### src/rtl/fir_xifu_ctrl.sv
// fir_xifu_ctrl: in-order issue/commit/dispatch/retire controller for the
// FIR XIFU pipeline. Accepted instructions wait in an ordered in-flight queue
// until committed, then go to EX in order. A scoreboard of pending XIFU
// register writes stalls RAW/WAW hazards at issue.
// Optional build macro: FIR_XIFU_CTRL_WB_BYPASS_EN -- lets an instruction
// issue in the same cycle its producer retires.
module fir_xifu_ctrl #(
   parameter int  NB_REGS     = 4,
   parameter int  NB_INFLIGHT = 4,
   parameter int  ID_WIDTH    = 4,
   localparam int RIDX_W      = $clog2(NB_REGS),
   localparam int CNT_W       = $clog2(NB_INFLIGHT) + 1
) (
   input  logic                clk_i,
   input  logic                rst_i,
   input  logic                clear_i,
   input  logic                issue_valid_i,
   input  logic                issue_accept_i,
   input  logic [ID_WIDTH-1:0] issue_id_i,
   input  logic [NB_REGS-1:0]  issue_rs_mask_i,
   input  logic                issue_rd_valid_i,
   input  logic [RIDX_W-1:0]   issue_rd_i,
   output logic                issue_ready_o,
   input  logic                commit_valid_i,
   input  logic [ID_WIDTH-1:0] commit_id_i,
   input  logic                commit_kill_i,
   output logic                dispatch_valid_o,
   output logic [ID_WIDTH-1:0] dispatch_id_o,
   input  logic                dispatch_ready_i,
   input  logic                wb_valid_i,
   input  logic [ID_WIDTH-1:0] wb_id_i,
   output logic [CNT_W-1:0]    inflight_o,
   output logic                busy_o,
   output logic                error_o
);

   localparam int PTR_W = CNT_W - 1;

   typedef enum logic {RUN, DRAIN} state_t;

   state_t state_q, state_d;

   // Pointers carry one extra wrap bit so full and empty are distinguishable.
   logic [CNT_W-1:0] head_q, disp_q, tail_q;
   logic [CNT_W-1:0] head_d, disp_d, tail_d;
   logic [CNT_W-1:0] count, drop_cnt;
   logic [PTR_W-1:0] head_idx, disp_idx, tail_idx;

   // Queue storage: one slot per in-flight instruction.
   logic [ID_WIDTH-1:0]    q_id [NB_INFLIGHT];
   logic [RIDX_W-1:0]      q_rd [NB_INFLIGHT];
   logic [NB_INFLIGHT-1:0] q_rdv, q_cmt, q_kill, q_dsp;

   logic [NB_REGS-1:0] sb_q, sb_d, sb_set, sb_clr, byp_mask, sb_eff;
   logic               err_q, err_d;

   logic full, empty, hazard, accept, new_commit;
   logic disp_avail, do_disp, do_skip, auto_pop, do_pop;
   logic [NB_INFLIGHT-1:0] slot_valid, slot_drop, commit_hit;

   assign head_idx = head_q[PTR_W-1:0];
   assign disp_idx = disp_q[PTR_W-1:0];
   assign tail_idx = tail_q[PTR_W-1:0];
   assign count    = tail_q - head_q;
   assign drop_cnt = tail_q - disp_q;
   assign empty    = (count == '0);
   assign full     = (count == CNT_W'(NB_INFLIGHT));

   // Per-slot occupancy, drain-discard range and commit id match.
   always_comb begin
      slot_valid = '0;
      slot_drop  = '0;
      commit_hit = '0;
      for (int i = 0; i < NB_INFLIGHT; i++) begin
         slot_valid[i] = ({1'b0, PTR_W'(i) - head_idx} < count);
         slot_drop[i]  = ({1'b0, PTR_W'(i) - disp_idx} < drop_cnt);
         commit_hit[i] = commit_valid_i & slot_valid[i] & ~q_cmt[i] &
                         (q_id[i] == commit_id_i);
      end
   end

   // Issue-side hazard check against pending writes.
   always_comb begin
      byp_mask = '0;
`ifdef FIR_XIFU_CTRL_WB_BYPASS_EN
      // The register freed by this cycle's retire does not block issue.
      // Killed entries already dropped their scoreboard bit, so they never
      // unmask anything.
      if (wb_valid_i && !empty && q_rdv[head_idx] && !q_kill[head_idx])
         byp_mask[q_rd[head_idx]] = 1'b1;
`endif
      sb_eff = sb_q & ~byp_mask;
      hazard = (|(issue_rs_mask_i & sb_eff)) |
               (issue_rd_valid_i & sb_eff[issue_rd_i]);
   end

   assign issue_ready_o = (state_q == RUN) & ~rst_i & ~full & ~hazard;
   assign accept        = issue_valid_i & issue_accept_i & issue_ready_o;
   // A commit may target the instruction being pushed this same cycle.
   assign new_commit    = commit_valid_i & (commit_id_i == issue_id_i);

   // Dispatch, kill-skip and pop decisions.
   always_comb begin
      disp_avail       = (state_q == RUN) & (disp_q != tail_q);
      dispatch_valid_o = ~rst_i & disp_avail & q_cmt[disp_idx] &
                         ~q_kill[disp_idx] & ~q_dsp[disp_idx];
      dispatch_id_o    = dispatch_valid_o ? q_id[disp_idx] : '0;
      do_disp          = dispatch_valid_o & dispatch_ready_i;
      do_skip          = disp_avail & q_cmt[disp_idx] & q_kill[disp_idx];
      auto_pop         = ~empty & q_cmt[head_idx] & q_kill[head_idx] &
                         ~q_dsp[head_idx];
      do_pop           = ~empty & (wb_valid_i | auto_pop);
      err_d            = err_q | (wb_valid_i & (empty | ~q_dsp[head_idx] |
                                               (q_id[head_idx] != wb_id_i)));
   end

   // Pointer updates; in DRAIN everything not yet dispatched is dropped.
   always_comb begin
      disp_d = disp_q + CNT_W'(do_disp | do_skip);
      // A popped head that was also the dispatch point drags disp along.
      if (do_pop && (disp_q == head_q))
         disp_d = head_q + CNT_W'(1);
      head_d = head_q + CNT_W'(do_pop);
      if (state_q == DRAIN)
         tail_d = disp_d;
      else
         tail_d = tail_q + CNT_W'(accept);
   end

   // Scoreboard: clears from retire, kill-skip and drain; a set wins.
   always_comb begin
      sb_set = '0;
      sb_clr = '0;
      if (do_pop && q_rdv[head_idx] && !q_kill[head_idx])
         sb_clr[q_rd[head_idx]] = 1'b1;
      if (do_skip && q_rdv[disp_idx])
         sb_clr[q_rd[disp_idx]] = 1'b1;
      if (state_q == DRAIN) begin
         for (int i = 0; i < NB_INFLIGHT; i++)
            if (slot_drop[i] && q_rdv[i])
               sb_clr[q_rd[i]] = 1'b1;
      end
      if (accept && issue_rd_valid_i)
         sb_set[issue_rd_i] = 1'b1;
      sb_d = (sb_q & ~sb_clr) | sb_set;
   end

   // Next-state logic: flush enters DRAIN, an empty queue returns to RUN.
   always_comb begin
      state_d = state_q;
      case (state_q)
         RUN:     if (clear_i) state_d = DRAIN;
         DRAIN:   if (empty)   state_d = RUN;
         default: state_d = RUN;
      endcase
   end

   // State register, pointers, scoreboard and queue slot updates.
   always_ff @(posedge clk_i) begin
      if (rst_i) begin
         state_q <= RUN;
         head_q  <= '0;
         disp_q  <= '0;
         tail_q  <= '0;
         sb_q    <= '0;
         err_q   <= 1'b0;
         q_rdv   <= '0;
         q_cmt   <= '0;
         q_kill  <= '0;
         q_dsp   <= '0;
      end else begin
         state_q <= state_d;
         head_q  <= head_d;
         disp_q  <= disp_d;
         tail_q  <= tail_d;
         sb_q    <= sb_d;
         err_q   <= err_d;
         for (int i = 0; i < NB_INFLIGHT; i++) begin
            if (commit_hit[i]) begin
               q_cmt[i]  <= 1'b1;
               q_kill[i] <= commit_kill_i;
            end
         end
         if (do_disp)
            q_dsp[disp_idx] <= 1'b1;
         // The tail slot is free, so it never collides with a commit hit.
         if (accept) begin
            q_id[tail_idx]   <= issue_id_i;
            q_rd[tail_idx]   <= issue_rd_i;
            q_rdv[tail_idx]  <= issue_rd_valid_i;
            q_cmt[tail_idx]  <= new_commit;
            q_kill[tail_idx] <= new_commit & commit_kill_i;
            q_dsp[tail_idx]  <= 1'b0;
         end
      end
   end

   assign inflight_o = count;
   assign busy_o     = ~empty | (state_q != RUN);
   assign error_o    = err_q;

endmodule
### config.mk
export PLATFORM = sky130hd
export DESIGN_NAME = fir_xifu_ctrl
export DESIGN_NICKNAME = d
export VERILOG_FILES = /design/src/rtl/fir_xifu_ctrl.sv
export SDC_FILE = /design/constraint.sdc
export NUM_CORES = 1
export LEC_CHECK = 0
export CORE_ASPECT_RATIO = 1.4
export CORE_MARGIN = 1.5
export CORE_UTILIZATION = 45
export CTS_CLUSTER_DIAMETER = 80
export DETAILED_ROUTE_END_ITERATION = 8
export PLACE_DENSITY = 0.68
export RECOVER_POWER = 50
export SKIP_LAST_GASP = 1
export SLEW_MARGIN = 0
export SYNTH_ARGS = -nofsm -noshare
export SYNTH_HDL_FRONTEND = slang
export SYNTH_SLANG_ARGS = --single-unit
### constraint.sdc
create_clock -name clk_i -period 3.4 [get_ports clk_i]
set_input_delay 0.68 -clock clk_i [delete_from_list [all_inputs] [get_ports clk_i]]
set_output_delay 0.68 -clock clk_i [all_outputs]
set_load 0.05 [all_outputs]
==> results.ini <==
[status]
outcome=completed

[synth]
netlist-cell-type-count=52
seq_area_frac_synth_pct=34.2
yosysWarningCount=0
yosysTopAreaCell=edfxtp_1
syn_area_um2=3930
synthTopCellsByArea=edfxtp_1 18%, dfxtp_1 16%, ha_1 7.7%
async_flop_share_pct=0
syn_nets=410
synth_top_area_share_pct=18.4
synth_seq_cells=55
synth_edf_count=24
netlist_instances=356
ys.flop_type=dfxtp_1
syn_avg_cell_area_um2=11.0

[timing]
holdWs_ns=0.514
finalSetupViolations=0
finalCritPeriodShare_pct=95.2
hold_viol=0
clock.fmax_mhz=309
max_slew_margin_pct=59.4
worstMarginPinSlew_ns=0.604
setup_slack_ns=0.164
fin_crit_ns=3.24
rsz0062_at_grt=false
drv_slew=0
clock_skew_ns=0.00591
tns_ns=0

[routing]
wirelength_mm=10.2
drc=0
drt_iter0_drc=223
viasPerCell=5.89
drt_pass1_iterations=5
num_vias=3006
wl_per_cell_um=20.0
drtAntennaViolNets=0

[cells_and_area]
syn_to_final_growth_pct=18.5
drive_gt1_share_pct=13.8
fin_area_um2=4650
n_antenna_cell=0
layout_commonest_cell=dfxtp_1
final_util_pct=54.7
final_net_count=458
final_cell_mix=31 x dfxtp_1, 30 x xor2_1, 24 x ha_1, 24 x edfxtp_1, 23 x nor3_1

[floorplan]
rows=40
num_io_pins=39
die_area_um2=9300
design.core.area_um2=8510
initial_utilization_pct=46.1
dieHeight_um=114
die_w_um=81.9

[setup_path]
worst-path-buf-inv=2
cp.required_ns=2.72
crit_path_cell_trace=inv_1 -> ha_1 -> fa_1 -> xnor3_2 -> o211ai_1 -> nor2_1 -> buf_12
cp_top_family=adder cells
setup.worst_path.end_class=output port
critPathKind=reg2out
crit_fanout=7
cp.arrival_ns=2.56
crit_path_start_kind=flop
slowest_stage=dfxtp_1
slowest_delay_ns=0.46

[pwr]
p_sw_share_pct=43.2
p_leak_uw=0.00174
ir_drop_uv=381
pwr-share-comb_pct=55.2
power_switching_uw=1270
power_density_nw_per_um2=633
internal_power_uw=1670
power.share.clock_pct=17.5
power_frac_seq_pct=27.3

[clocking]
clk_latency_ns=0.30
clock-sinks=55
post_cts_buffers=0
cts.htree.levels=2
clockBufferDepth=2
numCtsBuffers=5
tritoncts=built
clkSlewWorstSetupHoldPaths_ns=0.07
cts_root_buf=clkbuf_16

[grt]
first_global_vias=3067
grt-ovfl-total=0
antenna_found_initial=0
grt_use_total_pct=24.2
grt_max_degree=29
grt_pass1_wl_mm=16.5

[placed_design]
place_area_um2=4570
post-dp-hpwl_mm=7.88
place_ws_ns=0.318
port_buffers=38
place.gp.congestion=0.958

[worst_hold_path]
holdCritPathClass=reg2reg

[job]
maxCapViolCount=0

-- cell usage after synthesis, drive strengths merged (5+ instances only) --
cell type and n:
a211oi 6, a22o 8, and2 6, buf 5
clkbuf 12, dfxtp 31, edfxtp 24, ha 24
inv 18, mux4 21, nand2 16, nand2b 12
nand3 7, nand3b 12, nor2 20, nor2b 7
nor3 23, nor4 8, o211ai 5, o21ai 7
xor2 30
-- sequential cells by signal (all words and copies together) (netlist names), 4 cells and up --
register	count
q_cmt	4
q_id	16
sb_eff	4
q_rdv	4
q_kill	4
q_dsp	4
q_rd	8
-- power by group through the flow --
stage | Clock, uW | Combinational, uW | Sequential (uW)
floorplan | 0 | 1160 | 814
global placement | 0 | 1640 | 818
detailed placement | 0 | 1660 | 820
CTS | 528 | 1680 | 805
global route | 557 | 1780 | 813
finish | 515 | 1620 | 805
-- path summary, 6_finish.rpt --
kind / start / endpoint / slack (ns) / cells after the start
worst min register to register: error_o$_SDFF_PP0_ / error_o$_SDFF_PP0_ / 0.51 / 2
worst max register to register: tail_q[0]$_SDFF_PP0_ / q_id[0][3]$_DFFE_PP_ / 0.27 / 8
worst min-delay path: error_o$_SDFF_PP0_ / error_o$_SDFF_PP0_ / 0.51 / 2
worst max-delay path: tail_q[0]$_SDFF_PP0_ / issue_ready_o / 0.16 / 7
-- metal layers --
metal / vias to the layer above / part of all wire [%] / global-route usage [%]
met5: - / 0 / 0
met4: 0 / 3.3 / 10.1
met3: 19 / 4.5 / 3.44
met2: 112 / 52 / 41.6
met1: 1429 / 40 / 29.8
li1: 1446 / - / -
-- layout make-up --
cell class,instances,area (um^2)
clock buffers,6,129
repair buffers,58,577
inverters,18,67.6
fillers,776,3860
multi-input cells,266,2390
well taps,105,131
flip-flops and latches,55,1340
clock inverters,2,17.5
-- worst reg2reg max path: cells and delay by family, from the launching register on --
kind	cells	cell delay, ns
buffers and inverters	3	0.66
adder cells (fa/ha/maj)	2	0.61
AND/OR/NAND/NOR	1	0.51
flip-flops	1	0.46
XOR/XNOR	1	0.43
AO/OA/AOI/OAI	1	0.18
-- cell families after synthesis --
logic type,after synthesis,synth area share [%]
and+or+nand+nor,126,19.5
DFF,55,34.2
AOI/OAI and AO/OA,52,10.7
buffers and inverters,35,3.79
xor gates and xnor gates,34,8.32
muxes,28,14.8
adders and majority gates,26,8.67
-- metrics by stage --
stage / power (uW) / instances
floorplan: 1970 / 356
global placement: 2460 / 502
detailed placement: 2480 / 502
CTS: 3010 / 510
global route: 3150 / 510
finish: 2950 / 510
-- repair_timing --
| action | CTS | global route |
|---|---|---|
| setup endpoints to repair | 0 | 1 |
| gates resized for setup | 0 | 1 |
| hold buffers | 0 | 0 |
No activity file was read; power rests on OpenSTA's default activity.
==> edit, RTL diff (config.mk and constraints unchanged) <==
Set the parameter `ID_WIDTH` to 5 (it was 4).
--- a/src/rtl/fir_xifu_ctrl.sv
+++ b/src/rtl/fir_xifu_ctrl.sv
@@ -7,7 +7,7 @@
 module fir_xifu_ctrl #(
    parameter int  NB_REGS     = 4,
    parameter int  NB_INFLIGHT = 4,
-   parameter int  ID_WIDTH    = 4,
+   parameter int  ID_WIDTH    = 5,
    localparam int RIDX_W      = $clog2(NB_REGS),
    localparam int CNT_W       = $clog2(NB_INFLIGHT) + 1
 ) (
Ports: changed (resized commit_id_i, dispatch_id_o, issue_id_i and wb_id_i); port bits go from 39 to 43. No check against the original RTL was run, so the function may have changed too.
==> edit against the original RTL <==
  * Sequential cell count rose by 4
  * First-iteration DRC count is 2.7% lower
  * Via count up 10%
  * Area after synthesis rose by 3.3%
  * Worst hold slack better by 0.017 ns
  * Count of clock-buffer cells in the layout is 6 higher
  * Worst setup slack improved by 0.012 ns
  * Power is 15% higher
  * Combinational power rose by 2%
  * Cell area increased by 8.8%
  * Routed wire length rose by 9.1%
  * Critical endpoint is now busy_o
==> edit: results (changes against the original RTL) <==
| Metric | Value |
|---|---|
| Nets | `490 (+7.0%)` |
| Largest net degree at the start of global routing | `18 (-38%)` |
| Diodes inserted | `0 (unchanged)` |
| Syn_nets | `435 (+6.1%)` |
| Main synth FF type | `dfxtp_1` |
| Final HPWL DP | `8380 microns (+6.3%)` |
| Peak supply drop | `683 uV (+79%)` |
| Synth Area in Compound Gates | `9.35% (-1.4 points)` |
| Max Buffers Root-to-Sink | `2 (unchanged)` |
| GRT Overall Usage | `24.6% (+0.43 points)` |
| Worst-Skew Late Latency | `0.33 ns (+0.03 ns)` |
| Metal2 WL | `5960 microns (+12%)` |
| Top post-synthesis cells by area | `edfxtp_1, dfxtp_1, mux4_2, ha_1, xor2_1` |
| Critical Path AT | `2.54 ns (-0.02 ns)` |
| Run status | `completed` |
| Largest regs | `q_id x20, q_rd x8` |
| Clock Skew | `0.00459 ns (-0.00133 ns)` |
| M3 GR Usage | `3.23% (-0.21 points)` |
| Crit Path Max Fanout | `5 (-2)` |
| Post-CTS Setup Repair Bufs | `0 (unchanged)` |
| EDFF count, synth | `28 (+17%)` |
| GP Congestion | `0.894 (-6.7%)` |
| Top layer in use | `met4` |
| XOR/XNOR Fraction of Synth Area | `8.98% (+0.66 points)` |
| Top cells by count, synth | `dfxtp_1, edfxtp_1, xor2_1` |
| Clock H-tree levels | `3 (+1)` |
| Synth Instances | `378 (+6.2%)` |
| Worst hold path class | `reg2reg` |
| Vias in the first global route | `3,417 (+11%)` |
| IO Port Bufs | `42 (+11%)` |
| Vias after detailed routing | `3,320 (+10%)` |
| Layout cell share with drive strength beyond 1 | `16.0% (+2.2 points)` |
| Post-synthesis sequential area ratio | `36.0% (+1.9 points)` |
| Synth unique cells | `48 (-7.7%)` |
| Global-route met1 utilization | `27.8% (-1.9 points)` |
| Metal3 WL | `594 microns (+30%)` |
| Post-synthesis adder-cell area fraction | `8.40% (-0.28 points)` |
| Max-slew headroom | `60.5% (+1.1 points)` |
| DRT Pass-1 Iters | `5 (unchanged)` |
| Routed WL | `11,100 microns (+9.1%)` |
| Mux share of post-synthesis cell area | `14.5% (-0.32 points)` |
| M1 WL | `4160 microns (+2.3%)` |
| Met2 Use GR | `45.2% (+3.6 points)` |
| Placed insts | `527 (+5.0%)` |
| Initial antenna violation count | `0 (unchanged)` |
| Global-route wire length before repair | `17,900 microns (+8.3%)` |
| Fin cells | `543 (+6.5%)` |
| Lkg Pwr | `0.00187 uW (+7.4%)` |
| CTS resizes | `0 (unchanged)` |
| Clk slew on worst S/H paths | `0.05 ns (-0.02 ns)` |
| Area of placed instances | `4810 sq um (+5.2%)` |
| Worst slack at placement | `0.138 ns (-0.180 ns)` |
| 1st-iter DRT viols | `217 (-2.7%)` |
| CTS Buf Count | `9 (+4)` |
==> edit: worst paths after layout <==
path / end / cells past startpoint / from / slack, ns
max reg2reg: q_kill[0] / 11 / tail_q[0] / 0.23
min: error_o / 2 / error_o / 0.53
max: busy_o / 7 / tail_q[0] / 0.18
min reg2reg: error_o / 2 / error_o / 0.53
==> edit: report_power, final <==
group          switching [uW]  total, uW  internal [uW]
Clock                     311        863            552
Sequential               60.2        855            795
Combinational            1010       1660            651
Total                    1380       3380           2000
==> edit: final cells by class <==
type	instances	area [sq um]
timing repair buffer	61	657
tap	105	131
multi-input combinational	279	2430
inverter	23	86.3
clock inverter	4	22.5
sequential	59	1460
fill	727	3600
clock buffer	12	268
==> edit: worst max-delay path: stages, from the launching register on <==
cell and delay, ns:
dfxtp_1 0.33, inv_1 0.06, ha_1 0.21, fa_1 0.40, xnor3_1 0.52, and3_1 0.36, nand2_1 0.16, buf_12 0.17
